$ cat src/rtl/jtag_dr_tx.sv
// JTAG data-register transmit path for ER1/ER2. Oversamples jtck in the clk48m domain,
// captures a per-chain holding word at Capture-DR and shifts it out LSB first.
`timescale 1ns/1ps
module jtag_dr_tx #(
    parameter int WIDTH = 32
) (
    input  logic             clk,
    input  logic             rst,
    input  logic             jtck,
    input  logic             jshift,
    input  logic             jce1,
    input  logic             jce2,
    input  logic             jrstn,
    output logic             jtdo1,
    output logic             jtdo2,
    input  logic [WIDTH-1:0] tx_data,
    input  logic             tx_we,
    input  logic             tx_sel,
    output logic [1:0]       tx_pending,
    output logic             tx_taken,
    output logic             tx_taken_sel
);

    localparam logic [0:0] ST_IDLE  = 1'b0;
    localparam logic [0:0] ST_SHIFT = 1'b1;

    logic [3:0]       ts;
    logic [0:0]       state;
    logic             cur;
    logic [WIDTH-1:0] sr;
    logic             tdo;
    logic [1:0]       pending;
    logic [1:0]       pending_nxt;
    logic [WIDTH-1:0] hold [2];

    logic rise;
    logic fall;
    logic jce_any;
    logic capture;
    logic shift_en;
    logic exit_en;
    logic cap_sel;

    assign rise     = !ts[3] &&  ts[2];
    assign fall     =  ts[3] && !ts[2];
    assign jce_any  = jce1 || jce2;
    assign cap_sel  = jce2;
    // A TAP reset overrides any edge seen in the same cycle.
    assign capture  = jrstn && rise && jce_any && !jshift;
    assign shift_en = (state == ST_SHIFT) && rise && jshift && jce_any;
    assign exit_en  = (state == ST_SHIFT) && rise && !jshift && !jce1 && !jce2;

    // Capture consumes the old flag; a same-cycle write to that chain re-arms it.
    always_comb begin
        pending_nxt = pending;
        if (capture) pending_nxt[cap_sel] = 1'b0;
        if (tx_we)   pending_nxt[tx_sel]  = 1'b1;
    end

    always_ff @(posedge clk) begin
        if (rst) begin
            ts           <= '0;
            state        <= ST_IDLE;
            cur          <= 1'b0;
            sr           <= '0;
            tdo          <= 1'b0;
            pending      <= '0;
            hold[0]      <= '0;
            hold[1]      <= '0;
            tx_taken     <= 1'b0;
            tx_taken_sel <= 1'b0;
        end else begin
            tx_taken <= 1'b0;
            pending  <= pending_nxt;
            if (tx_we) hold[tx_sel] <= tx_data;
            if (capture) begin
                cur          <= cap_sel;
                tx_taken     <= pending[cap_sel];
                tx_taken_sel <= cap_sel;
            end
            // TAP reset clears the scan path but keeps holding words and flags.
            if (!jrstn) begin
                ts    <= '0;
                state <= ST_IDLE;
                sr    <= '0;
                tdo   <= 1'b0;
            end else begin
                ts <= {ts[2:0], jtck};
                if (capture) begin
                    state <= ST_SHIFT;
                    sr    <= pending[cap_sel] ? hold[cap_sel] : '0;
                end else if (shift_en) begin
                    sr <= {1'b0, sr[WIDTH-1:1]};
                end else if (exit_en) begin
                    state <= ST_IDLE;
                end
                if (fall) tdo <= sr[0];
            end
        end
    end

    assign jtdo1      = tdo & !cur;
    assign jtdo2      = tdo &  cur;
    assign tx_pending = pending;

endmodule

$ cat config.mk
export PLATFORM = sky130hd
export DESIGN_NAME = jtag_dr_tx
export DESIGN_NICKNAME = d
export VERILOG_FILES = /design/src/rtl/jtag_dr_tx.sv
export SDC_FILE = /design/constraint.sdc
export NUM_CORES = 1
export LEC_CHECK = 0
export CORE_AREA = 2 2 92 94
export DETAILED_ROUTE_END_ITERATION = 16
export DIE_AREA = 0 0 94 96
export PLACE_DENSITY = 0.78
export SLEW_MARGIN = 20
export SYNTH_ARGS = -nofsm -noshare
export SYNTH_HDL_FRONTEND = slang
export SYNTH_SLANG_ARGS = --single-unit
$ cat constraint.sdc
create_clock -name clk -period 2.1 [get_ports clk]
set_clock_uncertainty 0.2 [all_clocks]
set_input_delay 0.42 -clock clk [delete_from_list [all_inputs] [get_ports clk]]
set_output_delay 0.42 -clock clk [all_outputs]
set_load 0.01 [all_outputs]
# Word-level counts from Yosys, hierarchy flattened
# Memory sizes are Yosys's and may differ from the RTL's.
# Cells that the tools add are included.
dict set report word_totals {
  output_inout_bits 6
  inputBits 41
  regBits 42
  mem_bits_rw 64
  memories 1
  word_cells 68
}
dict set report op_classes {
  n_mux 22
  reduce_logical 26
  n_eq_ne 1
  magnitude_cmp 4
  n_bitwise 7
}
# memory depth width rd rd_clocked_by_memory_dff wr line
set memory_table {}
lappend memory_table {hold 2 32 1 0 2 34} ;# logic [WIDTH-1:0] hold [2];
# op n
set ops {}
lappend ops {{two-way mux 32 bit} 4}
lappend ops {{OR reduction 32 bit} 1}
lappend ops {{two-way mux 1 bit} 14}
lappend ops {{logical AND 1 bit} 13}
lappend ops {{logical NOT 1 bit} 6}
lappend ops {{less-than comparator 1 x 2 -> 1 bit, second input constant} 2}
lappend ops {{two-way mux 2 bit} 2}
lappend ops {{nonzero test 2 bit} 2}
lappend ops {{OR reduction 2 bit} 2}
lappend ops {{bitwise AND 1 bit} 2}
lappend ops {{bitwise AND 2 bit} 1}
lappend ops {{demux 1 bit (select 1 bit)} 2}
lappend ops {{>= comparator 1 bit, second input constant} 2}
lappend ops {{!= test 2 bit, second input constant} 1}
lappend ops {{NOT 1 bit} 2}
lappend ops {{NOT 2 bit} 1}
lappend ops {{bitwise OR 2 bit} 1}
lappend ops {{AND reduction 2 bit} 1}
lappend ops {{logical OR 1 bit} 1}

# Longest topological paths before layout
dict set report depth {
  ltp_word 9
  mapped_depth 6
  ltp_nobuf 4
}

# Worst setup path before layout
# OpenSTA, ideal clock, no wires.
dict set report synth_timing {
  path_type {input port to flip-flop}
  start {in tx_sel}
  end {mem hold[0][0] (enable)}
  path_slack_ps 317
  stages 2
  arrival_time_ps 1209
  path_buffers 0
  setup_time_ps 375
  required_ps 1525
  path_cell_list {nor3b_2 or2_2}
}
# element line
set synth_lines {}
lappend synth_lines {{start: declaration} 18} ;# input logic tx_sel,
lappend synth_lines {{end: declaration} 34}

# Worst setup path in the final report
dict set report layout_timing {
  start {reg cur}
  end {out jtdo2}
}
dict set report layout_via {
  elab_chain_len 1
}
# element line
set layout_lines {}
lappend layout_lines {{start: declaration} 29} ;# logic cur;
lappend layout_lines {{start signal: assignment} 77} ;# cur <= cap_sel;
lappend layout_lines {{bitwise AND 1 bit} 103} ;# assign jtdo2 = tdo & cur;
lappend layout_lines {{end: declaration} 15} ;# output logic jtdo2,
# No other way between the ends.

==> flow_metrics.env <==
export IMPL_outcome="completed"
export IMPL_min_path_type="in -> reg"
export IMPL_overflow=0
export IMPL_synthDistinctLibCells=34
export IMPL_syn_nets=401
export IMPL_finalHoldViolCount=0
export IMPL_cts_root_buf="clkbuf_8"
export IMPL_vias=2851
export IMPL_wire_per_inst_microns=15.67
export IMPL_cp_arrival_ns=1.40
export IMPL_cts_buffers=9
export IMPL_synthTopCellsByArea="edfxtp_1 (43%), dfxtp_1 (19%), and2_1 (10%)"
export IMPL_fin_cells=518
export IMPL_syn_avg_cell_area_sq_um=12.31
export IMPL_ant_nets=0
export IMPL_antenna_found_initial=0
export IMPL_cts_max_level=3
export IMPL_finalNetCount=449
export IMPL_io_pin_count=47
export IMPL_io_buffers=46
export IMPL_grt_pass1_wl_microns=13050
export IMPL_die_area_sq_um=9024
export IMPL_yosysTopAreaCellShare=0.4335
export IMPL_post_route_drc_count=0
export IMPL_max_slew_margin_rel=0.7765
export IMPL_coreArea_sq_um=8051
export IMPL_cts_setup_buffers=0
export IMPL_cp_max_fo=4
export IMPL_grt_pass1_vias=2767
export IMPL_crit_type="reg -> out"
export IMPL_peakVddDrop_uv=377.0
export IMPL_num_fill_cells=603
export IMPL_postSynth_asyncResetShare=0
export IMPL_gp_congestion=0.7424
export IMPL_clkTransAtPathRegs_ns=0.09
export IMPL_fp_dieW_microns=94
export IMPL_routed_wirelength_microns=8118
export IMPL_netlist_area_sq_um=4433
export IMPL_timing_final_crit_share=0.9600
export IMPL_synth_main_ff_cell="edfxtp_1"
export IMPL_fin_util=0.6625
export IMPL_cts_sinks=106
export IMPL_avgViaCountPerCell=5.504
export IMPL_p_per_area_nw_per_um2=731.8
export IMPL_grtUsageTotal=0.1929
export IMPL_first_pass_iters=4
export IMPL_worst_pin_slew_ns=0.3346
export IMPL_grt_max_degree=64
export IMPL_hold_slack_ns=0.2433
export IMPL_setup_slack_ns=0.08394
export IMPL_clock_path_buffers=2
export IMPL_pwr_share_clk=0.324
export IMPL_clk_latency_ns=0.36
export IMPL_max_cap_violations=0
export IMPL_synth_cells=360
export IMPL_cp_start_kind="register"
export IMPL_slew_viol_final=0
export IMPL_fmax_mhz=496.0
export IMPL_synth_yosys_seq_area_share=0.6232
export IMPL_p_seq_frac=0.600
export IMPL_row_count=33
export IMPL_antennaDiodeCount=0
export IMPL_yosysTopAreaCell="edfxtp_1"
export IMPL_pwr_share_comb=0.076
export IMPL_grt_setup_unrepaired="false"
export IMPL_yosys_warnings=0
export IMPL_drive_gt1_frac=0.1162
export IMPL_dp_cells=502
export IMPL_period_needed_ns=2.016
export IMPL_p_leak_nw=1.941
export IMPL_finalSetupViolCount=0
export IMPL_synth_edf_count=64
export IMPL_internal_power_w=0.003057
export IMPL_area_delta_synth_final_pct=20.32
export IMPL_required_ns=1.48
export IMPL_placed_cell_area_sq_um=5130
export IMPL_dp_slack_ns=-0.1080
export IMPL_netlist_top_cells_count="and2_1 (71), edfxtp_1 (64), dfxtp_1 (42), mux2i_1 (32), nand2_1 (31)"
export IMPL_p_sw_w=0.0008460
export IMPL_initial_core_util=0.5506
export IMPL_end_kind="output port"
export IMPL_die_y_microns=96
export IMPL_ys_ff_latch=106
export IMPL_p_sw_frac=0.2167
export IMPL_dp_hpwl_microns=5124
export IMPL_fin_area_sq_um=5334
export IMPL_holdBufCountCts=0
export IMPL_drtIter0Drc=136
export IMPL_synth_most_common_cell="and2_1"
export IMPL_cts_tree="yes"
[worst max-delay path, stage by stage (launching register included)]
cell,delay (ns)
dfxtp_1,0.37
and2_1,0.14
clkdlybuf4s50_1,0.53
[state kept, by name (all words and copies together), names as in the netlist]
register and flops:
tx_pending 2, cur 1, hold 64, sr 32, state 1, tdo 1, ts 4, tx_taken 1
[logic make-up after synthesis]
| family | after synthesis | share of synthesized area |
|---|---|---|
| compound gates | 42 | 0.08270 |
| buf+inv | 30 | 0.02963 |
| flops | 106 | 0.6232 |
| mux | 32 | 0.07226 |
| simple gates | 150 | 0.1922 |
[cell type report]
class                           instances  area [sq um]  share of cell area
Sequential cell                       106          2764              0.5182
Multi-Input combinational cell        224          1546              0.2899
Timing Repair Buffer                   64         678.2              0.1271
Clock buffer                           11         141.4             0.02651
Tap cell                              105         131.4             0.02463
Clock inverter                          5         61.31             0.01149
Inverter                                3         11.26            0.002111
[cells in the final DEF, fill, tap and decap left out, types with 2 or more instances in the layout]
cell type	instances
clkbuf_8	10
buf_4	11
inv_6	2
buf_12	7
or3_1	2
dfxtp_1	41
and2_1	71
inv_1	2
nand3b_1	2
nand3_1	29
nand2b_1	3
or2_2	2
clkdlybuf4s50_1	45
a221oi_2	2
a211oi_2	2
o211ai_1	4
o221ai_1	27
nor2b_1	2
edfxtp_1	64
a21oi_1	2
nand2_1	31
mux2i_1	32
[power groups by stage]
stage | clock network, W | logic, W | registers [W]
after floorplan | 0 | 0.000142 | 0.00238
final | 0.00127 | 0.000295 | 0.00234
after CTS | 0.00129 | 0.000300 | 0.00234
after global placement | 0 | 0.000292 | 0.00239
after global routing | 0.00138 | 0.000320 | 0.00235
after detailed placement | 0 | 0.000299 | 0.00239
[routing by layer]
layer | global-route usage | part of all wire | vias to the layer above
met5 | 0 | 0 | -
met4 | 0.08696 | 0.019 | 0
met2 | 0.3333 | 0.51 | 65
li1 | - | - | 1411
met3 | 0.04542 | 0.039 | 16
met1 | 0.2303 | 0.43 | 1359
[what timing repair did]
action,CTS,global route
resized for setup,0,1
endpoints found under the hold margin,0,0
setup endpoints to repair,0,2
[path summary, 6_finish.rpt]
check                           startpoint     to  slack [ns]  cells past startpoint
worst max-delay path                   cur  jtdo2        0.08                      2
worst min-delay path                  jce2    cur        0.24                      3
worst max register to register       ts[2]  sr[7]        0.46                      5
worst min register to register       ts[0]  ts[1]        0.24                      1
[per-stage QoR]
stage / TNS (ns) / power [W]
after global routing: 0 / 0.004051
final: 0 / 0.003903
after global placement: -1.053 / 0.002678
after floorplan: 0 / 0.002524
after CTS: 0 / 0.003936
after detailed placement: -3.209 / 0.002690
(Power assumes the default switching activity.)
